File: src/rtl/enc_sched_pkg.sv
// Shared types and default constants for the encoder channel sequencer.
package enc_sched_pkg;

    localparam int unsigned NUM_CH  = 8;
    localparam int unsigned CH_W    = 3;
    localparam int unsigned SETTLE  = 2;
    localparam int unsigned TIMEOUT = 64;

    // Per-slot processing sequence.
    typedef enum logic [2:0] {
        ST_IDLE,
        ST_SETTLE,
        ST_START,
        ST_WAIT_DONE,
        ST_WRITE,
        ST_STROBE
    } state_e;

endpackage

File: src/rtl/enc_sync_edge.sv
// Two-flop synchroniser with a registered previous sample for rising-edge detection.
module enc_sync_edge (
    input  logic clk,
    input  logic reset,
    input  logic async_in,
    output logic level,
    output logic rise_c
);

    logic meta_q, meta_d;
    logic sync_q, sync_d;
    logic prev_q, prev_d;

    // Shift the asynchronous input through the synchroniser and history flop.
    always_comb begin
        meta_d = async_in;
        sync_d = meta_q;
        prev_d = sync_q;
    end

    // Synchroniser and history registers.
    always_ff @(posedge clk) begin
        if (reset) begin
            meta_q <= 1'b0;
            sync_q <= 1'b0;
            prev_q <= 1'b0;
        end else begin
            meta_q <= meta_d;
            sync_q <= sync_d;
            prev_q <= prev_d;
        end
    end

    assign level  = sync_q;
    assign rise_c = sync_q & ~prev_q;

endmodule

File: src/rtl/enc_ch_sched.sv
// Per-channel sequencer: tracks the slot index and runs settle/start/wait/write/strobe per slot.
module enc_ch_sched
    import enc_sched_pkg::*;
#(
    parameter int unsigned NUM_CH  = enc_sched_pkg::NUM_CH,
    parameter int unsigned CH_W    = enc_sched_pkg::CH_W,
    parameter int unsigned SETTLE  = enc_sched_pkg::SETTLE,
    parameter int unsigned TIMEOUT = enc_sched_pkg::TIMEOUT
) (
    input  logic            clk,
    input  logic            reset,
    input  logic            fsync_in,
    input  logic            ch_clk_in,
    input  logic            fa_done,
    output logic            fa_start,
    output logic            dly_strb,
    output logic            rf_wr,
    output logic [CH_W-1:0] rf_wr_addr,
    output logic            rf_rd,
    output logic [CH_W-1:0] rf_rd_addr,
    output logic [CH_W-1:0] ch_num,
    output logic            busy,
    output logic            overrun,
    output logic            timeout
);

    localparam int unsigned CNT_MAX = (TIMEOUT > SETTLE) ? TIMEOUT : SETTLE;
    localparam int unsigned CNT_W   = (CNT_MAX > 1) ? $clog2(CNT_MAX) : 1;

    logic ch_lvl, ch_rise;
    logic fs_lvl, fs_rise;
    logic unused_sync;

    state_e            state_q, state_d;
    logic [CNT_W-1:0]  cnt_q, cnt_d;
    logic [CH_W-1:0]   ch_num_q, ch_num_d;
    logic [CH_W-1:0]   svc_ch_q, svc_ch_d;
    logic [CH_W-1:0]   rf_rd_addr_q, rf_rd_addr_d;
    logic [CH_W-1:0]   rf_wr_addr_q, rf_wr_addr_d;
    logic              rf_rd_q, rf_rd_d;
    logic              rf_wr_q, rf_wr_d;
    logic              fa_start_q, fa_start_d;
    logic              dly_strb_q, dly_strb_d;
    logic              busy_q, busy_d;
    logic              overrun_q, overrun_d;
    logic              timeout_q, timeout_d;

    enc_sync_edge u_sync_ch (
        .clk      (clk),
        .reset    (reset),
        .async_in (ch_clk_in),
        .level    (ch_lvl),
        .rise_c   (ch_rise)
    );

    enc_sync_edge u_sync_fs (
        .clk      (clk),
        .reset    (reset),
        .async_in (fsync_in),
        .level    (fs_lvl),
        .rise_c   (fs_rise)
    );

    // Slot numbering keys off the frame sync level, not its edge.
    assign unused_sync = ch_lvl ^ fs_rise;

    // Channel index and RF read of the previous channel on every slot edge.
    always_comb begin
        ch_num_d     = ch_num_q;
        rf_rd_d      = 1'b0;
        rf_rd_addr_d = rf_rd_addr_q;
        if (ch_rise) begin
            ch_num_d     = fs_lvl ? '0 : ch_num_q + CH_W'(1);
            rf_rd_d      = 1'b1;
            rf_rd_addr_d = ch_num_d - CH_W'(1);
        end
    end

    // Sequence FSM next state, counters, sticky flags and registered pulse outputs.
    always_comb begin
        state_d      = state_q;
        cnt_d        = cnt_q;
        svc_ch_d     = svc_ch_q;
        timeout_d    = timeout_q;
        overrun_d    = overrun_q | (ch_rise && (state_q != ST_IDLE));
        rf_wr_addr_d = rf_wr_addr_q;

        case (state_q)
            ST_IDLE: begin
                if (ch_rise) begin
                    state_d  = ST_SETTLE;
                    cnt_d    = CNT_W'(SETTLE - 1);
                    svc_ch_d = ch_num_d;
                end
            end
            ST_SETTLE: begin
                if (cnt_q == '0) begin
                    state_d = ST_START;
                end else begin
                    cnt_d = cnt_q - CNT_W'(1);
                end
            end
            ST_START: begin
                state_d = ST_WAIT_DONE;
                cnt_d   = '0;
            end
            ST_WAIT_DONE: begin
                if (fa_done) begin
                    state_d = ST_WRITE;
                end else if (cnt_q == CNT_W'(TIMEOUT - 1)) begin
                    state_d   = ST_IDLE;
                    timeout_d = 1'b1;
                end else begin
                    cnt_d = cnt_q + CNT_W'(1);
                end
            end
            ST_WRITE:  state_d = ST_STROBE;
            ST_STROBE: state_d = ST_IDLE;
            default:   state_d = ST_IDLE;
        endcase

        // Write back to the channel this sequence started on, even if an overrun
        // edge has since advanced ch_num.
        if (state_d == ST_WRITE) begin
            rf_wr_addr_d = svc_ch_q;
        end

        fa_start_d = (state_d == ST_START);
        rf_wr_d    = (state_d == ST_WRITE);
        dly_strb_d = (state_d == ST_STROBE);
        busy_d     = (state_d != ST_IDLE);
    end

    // State and output registers.
    always_ff @(posedge clk) begin
        if (reset) begin
            state_q      <= ST_IDLE;
            cnt_q        <= '0;
            ch_num_q     <= CH_W'(NUM_CH - 1);
            svc_ch_q     <= '0;
            rf_rd_addr_q <= '0;
            rf_wr_addr_q <= '0;
            rf_rd_q      <= 1'b0;
            rf_wr_q      <= 1'b0;
            fa_start_q   <= 1'b0;
            dly_strb_q   <= 1'b0;
            busy_q       <= 1'b0;
            overrun_q    <= 1'b0;
            timeout_q    <= 1'b0;
        end else begin
            state_q      <= state_d;
            cnt_q        <= cnt_d;
            ch_num_q     <= ch_num_d;
            svc_ch_q     <= svc_ch_d;
            rf_rd_addr_q <= rf_rd_addr_d;
            rf_wr_addr_q <= rf_wr_addr_d;
            rf_rd_q      <= rf_rd_d;
            rf_wr_q      <= rf_wr_d;
            fa_start_q   <= fa_start_d;
            dly_strb_q   <= dly_strb_d;
            busy_q       <= busy_d;
            overrun_q    <= overrun_d;
            timeout_q    <= timeout_d;
        end
    end

    assign fa_start   = fa_start_q;
    assign dly_strb   = dly_strb_q;
    assign rf_wr      = rf_wr_q;
    assign rf_wr_addr = rf_wr_addr_q;
    assign rf_rd      = rf_rd_q;
    assign rf_rd_addr = rf_rd_addr_q;
    assign ch_num     = ch_num_q;
    assign busy       = busy_q;
    assign overrun    = overrun_q;
    assign timeout    = timeout_q;

endmodule
File: config.mk
export PLATFORM = sky130hd
export DESIGN_NAME = enc_ch_sched
export DESIGN_NICKNAME = d
export VERILOG_FILES = /design/src/rtl/enc_sched_pkg.sv /design/src/rtl/enc_sync_edge.sv /design/src/rtl/enc_ch_sched.sv
export SDC_FILE = /design/constraint.sdc
export NUM_CORES = 1
export LEC_CHECK = 0
export BUFFER_PORTS_ARGS = -buffer_cell sky130_fd_sc_hd__buf_2
export CAP_MARGIN = 20
export CORE_MARGIN = 4
export CORE_UTILIZATION = 35
export CTS_BUF_LIST = sky130_fd_sc_hd__clkbuf_2 sky130_fd_sc_hd__clkbuf_4 sky130_fd_sc_hd__clkbuf_8
export DETAILED_ROUTE_END_ITERATION = 7
export PLACE_DENSITY = 0.51
export SLEW_MARGIN = 20
export SYNTH_ARGS = -nofsm -noshare
export SYNTH_HDL_FRONTEND = slang
export SYNTH_SLANG_ARGS = --single-unit
File: constraint.sdc
create_clock -name clk -period 3 [get_ports clk]
set_input_delay 0.75 -clock clk [delete_from_list [all_inputs] [get_ports clk]]
set_output_delay 0.75 -clock clk [all_outputs]
set_load 0.1 [all_outputs]
==> flow_summary.html <==
<table>
<tr><th>Metric</th><th>Value</th></tr>
<tr><th colspan="2">Die</th></tr>
<tr><td>Starting density of the core</td><td>0.372</td></tr>
<tr><td>Core outline area</td><td>4120 sq um</td></tr>
<tr><td>Die boundary height</td><td>74.1 microns</td></tr>
<tr><td>Number of placement rows</td><td>23</td></tr>
<tr><td>Die boundary width</td><td>74.1 microns</td></tr>
<tr><td>Count of pins on the block boundary</td><td>21</td></tr>
<tr><td>Floorplan die area</td><td>5490 sq um</td></tr>
<tr><th colspan="2">Placement</th></tr>
<tr><td>GP Congestion</td><td>0.840</td></tr>
<tr><td>Buffers on Ports</td><td>20</td></tr>
<tr><td>Post-Place Cells</td><td>230</td></tr>
<tr><td>Hpwl dp</td><td>2180 microns</td></tr>
<tr><td>Worst-case setup slack after placement</td><td>0.755 ns</td></tr>
<tr><td>Post-DP Area</td><td>1660 sq um</td></tr>
<tr><th colspan="2">Synth</th></tr>
<tr><td>Cell count after synthesis</td><td>~170</td></tr>
<tr><td>Yosys top cell by area</td><td>dfxtp_1</td></tr>
<tr><td>Number of enable flip-flop cells after synthesis</td><td>0</td></tr>
<tr><td>Dominant register cell in the synthesized netlist</td><td>dfxtp_1</td></tr>
<tr><td>Syn Nets</td><td>180</td></tr>
<tr><td>Syn. warnings</td><td>0</td></tr>
<tr><td>Per-instance average area after synthesis</td><td>9.11 sq um</td></tr>
<tr><td>Flops &amp; latches, synth</td><td>33</td></tr>
<tr><td>FFs w/ async S/R, synth</td><td>0</td></tr>
<tr><td>Top cells by instance count after synthesis</td><td>dfxtp_1 (33), nor2_1 (19), nor2b_1 (10)</td></tr>
<tr><td>Count of different cell masters after synthesis</td><td>43</td></tr>
<tr><td>Dominant cell by count in the synthesized netlist</td><td>dfxtp_1</td></tr>
<tr><td>Netlist area before placement</td><td>approximately 1500 sq um</td></tr>
<tr><td>Yosys top cell area share</td><td>0.432</td></tr>
<tr><td>Cell types with the largest area share after synthesis</td><td>dfxtp_1 (43%), ha_1 (4.9%), nor2_1 (4.7%)</td></tr>
<tr><td>Post-synthesis sequential area ratio</td><td>0.432</td></tr>
<tr><th colspan="2">Final layout</th></tr>
<tr><td>Sequential standard cell area</td><td>around 660 sq um</td></tr>
<tr><td>Total area of multi-input combinational cells</td><td>between 700 and 800 sq um</td></tr>
<tr><td>Fraction of final layout cells sized beyond drive strength 1</td><td>0.186</td></tr>
<tr><td>Nets</td><td>199</td></tr>
<tr><td>Final Instance Count excl. Fillers</td><td>between 200 and 250</td></tr>
<tr><td>Fin area</td><td>1770 sq um</td></tr>
<tr><td>Area grow syn2layout</td><td>15.9%</td></tr>
<tr><td>FILL cells</td><td>between 400 and 500</td></tr>
<tr><td>Final Core Density</td><td>0.431</td></tr>
<tr><td>Antenna cell count</td><td>0</td></tr>
<tr><th colspan="2">Min path</th></tr>
<tr><td>Hold wc startpoint</td><td>u_sync_ch.prev_q</td></tr>
<tr><td>Worst min-delay path class</td><td>flip-flop to flip-flop</td></tr>
<tr><th colspan="2">Critical path</th></tr>
<tr><td>Critical path type</td><td>flip-flop to flip-flop</td></tr>
<tr><td>Crit Reg-Reg Startpoint</td><td>state_q[1]</td></tr>
<tr><td>Required time at the worst-slack endpoint</td><td>approximately 3.2 ns</td></tr>
<tr><td>Largest fanout of any net on the critical path</td><td>11</td></tr>
<tr><td>Data arrival, critical path</td><td>2.48 ns</td></tr>
<tr><td>Nature of the critical path endpoint</td><td>flip-flop</td></tr>
<tr><td>CP cell instances</td><td>nand3b_1 &gt; ha_1 &gt; a211oi_1 &gt; nor2_1 &gt; mux2i_1 &gt; and2_1 &gt; o311ai_1</td></tr>
<tr><td>Critical Path Slowest Stage Cell</td><td>dfxtp_1</td></tr>
<tr><td>CP max stage delay</td><td>around 0.50 ns</td></tr>
<tr><td>Startpoint class of the critical path</td><td>flip-flop</td></tr>
<tr><td>Start point of the critical path</td><td>state_q[1]</td></tr>
<tr><th colspan="2">Run</th></tr>
<tr><td>Max-capacitance violation count</td><td>0</td></tr>
<tr><th colspan="2">Global route</th></tr>
<tr><td>Largest net degree at the start of global routing</td><td>31</td></tr>
<tr><td>Total global routing track utilization</td><td>0.120</td></tr>
<tr><td>Total congestion overflow</td><td>0</td></tr>
<tr><td>Initial antenna violation count</td><td>0</td></tr>
<tr><td>Via count of the first global-routing pass</td><td>1,158</td></tr>
<tr><td>Wire length of the first global-routing pass</td><td>5070 microns</td></tr>
<tr><th colspan="2">Run status</th></tr>
<tr><td>Status</td><td>complete, no violations</td></tr>
<tr><th colspan="2">Timing</th></tr>
<tr><td>Worst hold slack</td><td>around 0.42 ns</td></tr>
<tr><td>Setup repair after global routing missed its margin</td><td>no</td></tr>
<tr><td>Final total negative setup slack</td><td>0 ns</td></tr>
<tr><td>Worst Tran Pin Value</td><td>about 0.55 ns</td></tr>
<tr><td>Endpoints failing setup</td><td>0</td></tr>
<tr><td>Share of the clock period used by the worst path</td><td>0.763</td></tr>
<tr><td>Highest clock frequency the design can meet</td><td>0.437 GHz</td></tr>
<tr><td>Minimum clock period after layout</td><td>2.29 ns</td></tr>
<tr><td>Final count of hold timing violations</td><td>0</td></tr>
<tr><td>Slew Limit Fails</td><td>0</td></tr>
<tr><td>Clock skew</td><td>0.00359 ns</td></tr>
<tr><td>Least setup slack across all paths after layout</td><td>just over 0.7 ns</td></tr>
<tr><td>Rel. slew slack</td><td>0.631</td></tr>
<tr><th colspan="2">Drt</th></tr>
<tr><td>Routed wire length per instance</td><td>12.5 microns</td></tr>
<tr><td>Max Used Layer</td><td>met4</td></tr>
<tr><td>Final wirelength</td><td>2980 microns</td></tr>
<tr><td>Count of TritonRoute iterations in the first routing pass</td><td>4</td></tr>
<tr><td>Number of antenna-violating nets in the routed design</td><td>0</td></tr>
<tr><td>Routed via count divided by cell count</td><td>about 5</td></tr>
<tr><td>Length of routed wiring on met1</td><td>1430 microns</td></tr>
<tr><td>Number of vias in the routed layout</td><td>around 1,200</td></tr>
<tr><td>Met3 Wirelength</td><td>164 microns</td></tr>
<tr><td>Number of DRC violations after detailed-routing iteration 0</td><td>slightly above 90</td></tr>
<tr><td>Routed wl met2</td><td>1360 microns</td></tr>
<tr><td>Drt drc</td><td>0</td></tr>
<tr><th colspan="2">Power and ir drop</th></tr>
<tr><td>Net switching power figure</td><td>0.325 mW</td></tr>
<tr><td>Proportion of power drawn by the clock network</td><td>0.377</td></tr>
<tr><td>Sequential power share</td><td>0.436</td></tr>
<tr><td>Leakage power figure</td><td>around 0.75 nW</td></tr>
<tr><td>Share of total power consumed by net switching</td><td>0.294</td></tr>
<tr><td>Power density over the cells</td><td>622 nW/um^2</td></tr>
<tr><td>Overall power</td><td>1.10 mW</td></tr>
<tr><td>Logic gate share of total power</td><td>0.187</td></tr>
<tr><td>Maximum vdd ir drop</td><td>0.000335 V</td></tr>
<tr><td>Cell internal pwr</td><td>0.779 mW</td></tr>
<tr><th colspan="2">Clock network</th></tr>
<tr><td>Number of CTS-inserted buffers</td><td>5</td></tr>
<tr><td>Post-cts hold buffer count</td><td>0</td></tr>
<tr><td>Post CTS Setup Buffer Count</td><td>0</td></tr>
<tr><td>Clock transition at the registers of the reported paths</td><td>0.07 ns</td></tr>
<tr><td>Clock Path Buffers</td><td>2</td></tr>
<tr><td>H-Tree Level Count</td><td>2</td></tr>
<tr><td>CTS Root Cell</td><td>clkbuf_8</td></tr>
<tr><td>TritonCTS clock tree</td><td>built</td></tr>
<tr><td>Resize count post-CTS</td><td>0</td></tr>
<tr><td>Clock sinks</td><td>33</td></tr>
<tr><td>Clock network latency to the later pin of the worst-skew pair</td><td>0.28 ns</td></tr>
</table>
## power groups by stage
stage	combinational [mW]	clock [mW]	sequential [mW]
detailed placement	0.207	0	0.491
global route	0.227	0.451	0.486
floorplan	0.136	0	0.532
finish	0.206	0.416	0.481
global placement	0.207	0	0.490
CTS	0.209	0.429	0.481
## cell usage in the layout (no fill, tap or decap), drive strengths merged, types with 3 or more instances in the layout
cell type / n
dfxtp: 33
buf: 22
nor2: 19
nor2b: 10
a21oi: 9
inv: 6
nand2b: 6
nand2: 6
mux2i: 6
nor3: 6
ha: 6
o21ai: 5
a211oi: 5
clkbuf: 5
nand3: 4
nand4: 3
a21o: 3
xnor2: 3
or2: 3
nor4: 3
## path summary, 6_finish.rpt
kind | end | slack [ns] | cells past startpoint
min | rf_rd | 0.42 | 1
max reg2reg | cnt_q[5] | 0.71 | 7
min reg2reg | rf_rd | 0.42 | 1
max | cnt_q[5] | 0.71 | 7
## routing by layer
metal | vias up | track usage
li1 | 623 | -
met1 | 565 | 0.154
met2 | 24 | 0.187
met3 | 2 | 0.0392
met4 | 0 | 0.0483
met5 | - | 0
## layout make-up
type	instances	area share
clock inverter	3	0.0261
tap	50	0.0353
timing repair buffer	22	0.0649
multi-input combinational	119	0.450
inverter	6	0.0127
clock buffer	5	0.0388
sequential	33	0.372
## kinds of logic after synthesis
group                      after synthesis  synth area share
DFF                                     33             0.432
AOI/OAI and AO/OA                       32             0.136
and+or+nand+nor                         69             0.254
xor gates and xnor gates                 4            0.0229
muxes                                    7            0.0466
adders and majority gates                7            0.0621
buffers and inverters                   16            0.0466
## worst max-delay path, delay by kind of cell, from the launching register on
family          cells  cell delay, ns
mux                 1            0.14
simple gates        3            0.63
compound gates      2            0.48
fa+ha+maj           1            0.43
flops               1            0.50
## state kept, by name, indices dropped and copies added (netlist names)
register          count
u_sync_ch.prev_q      1
u_sync_ch.level       1
fa_start              1
u_sync_fs.meta_q      1
rf_rd                 1
svc_ch_q              3
ch_num                3
state_q               3
u_sync_ch.meta_q      1
cnt_q                 6
rf_wr_addr            3
busy                  1
u_sync_fs.level       1
rf_wr                 1
timeout               1
rf_rd_addr            3
dly_strb              1
overrun               1
Note: power is estimated with default switching activity, not from simulation.
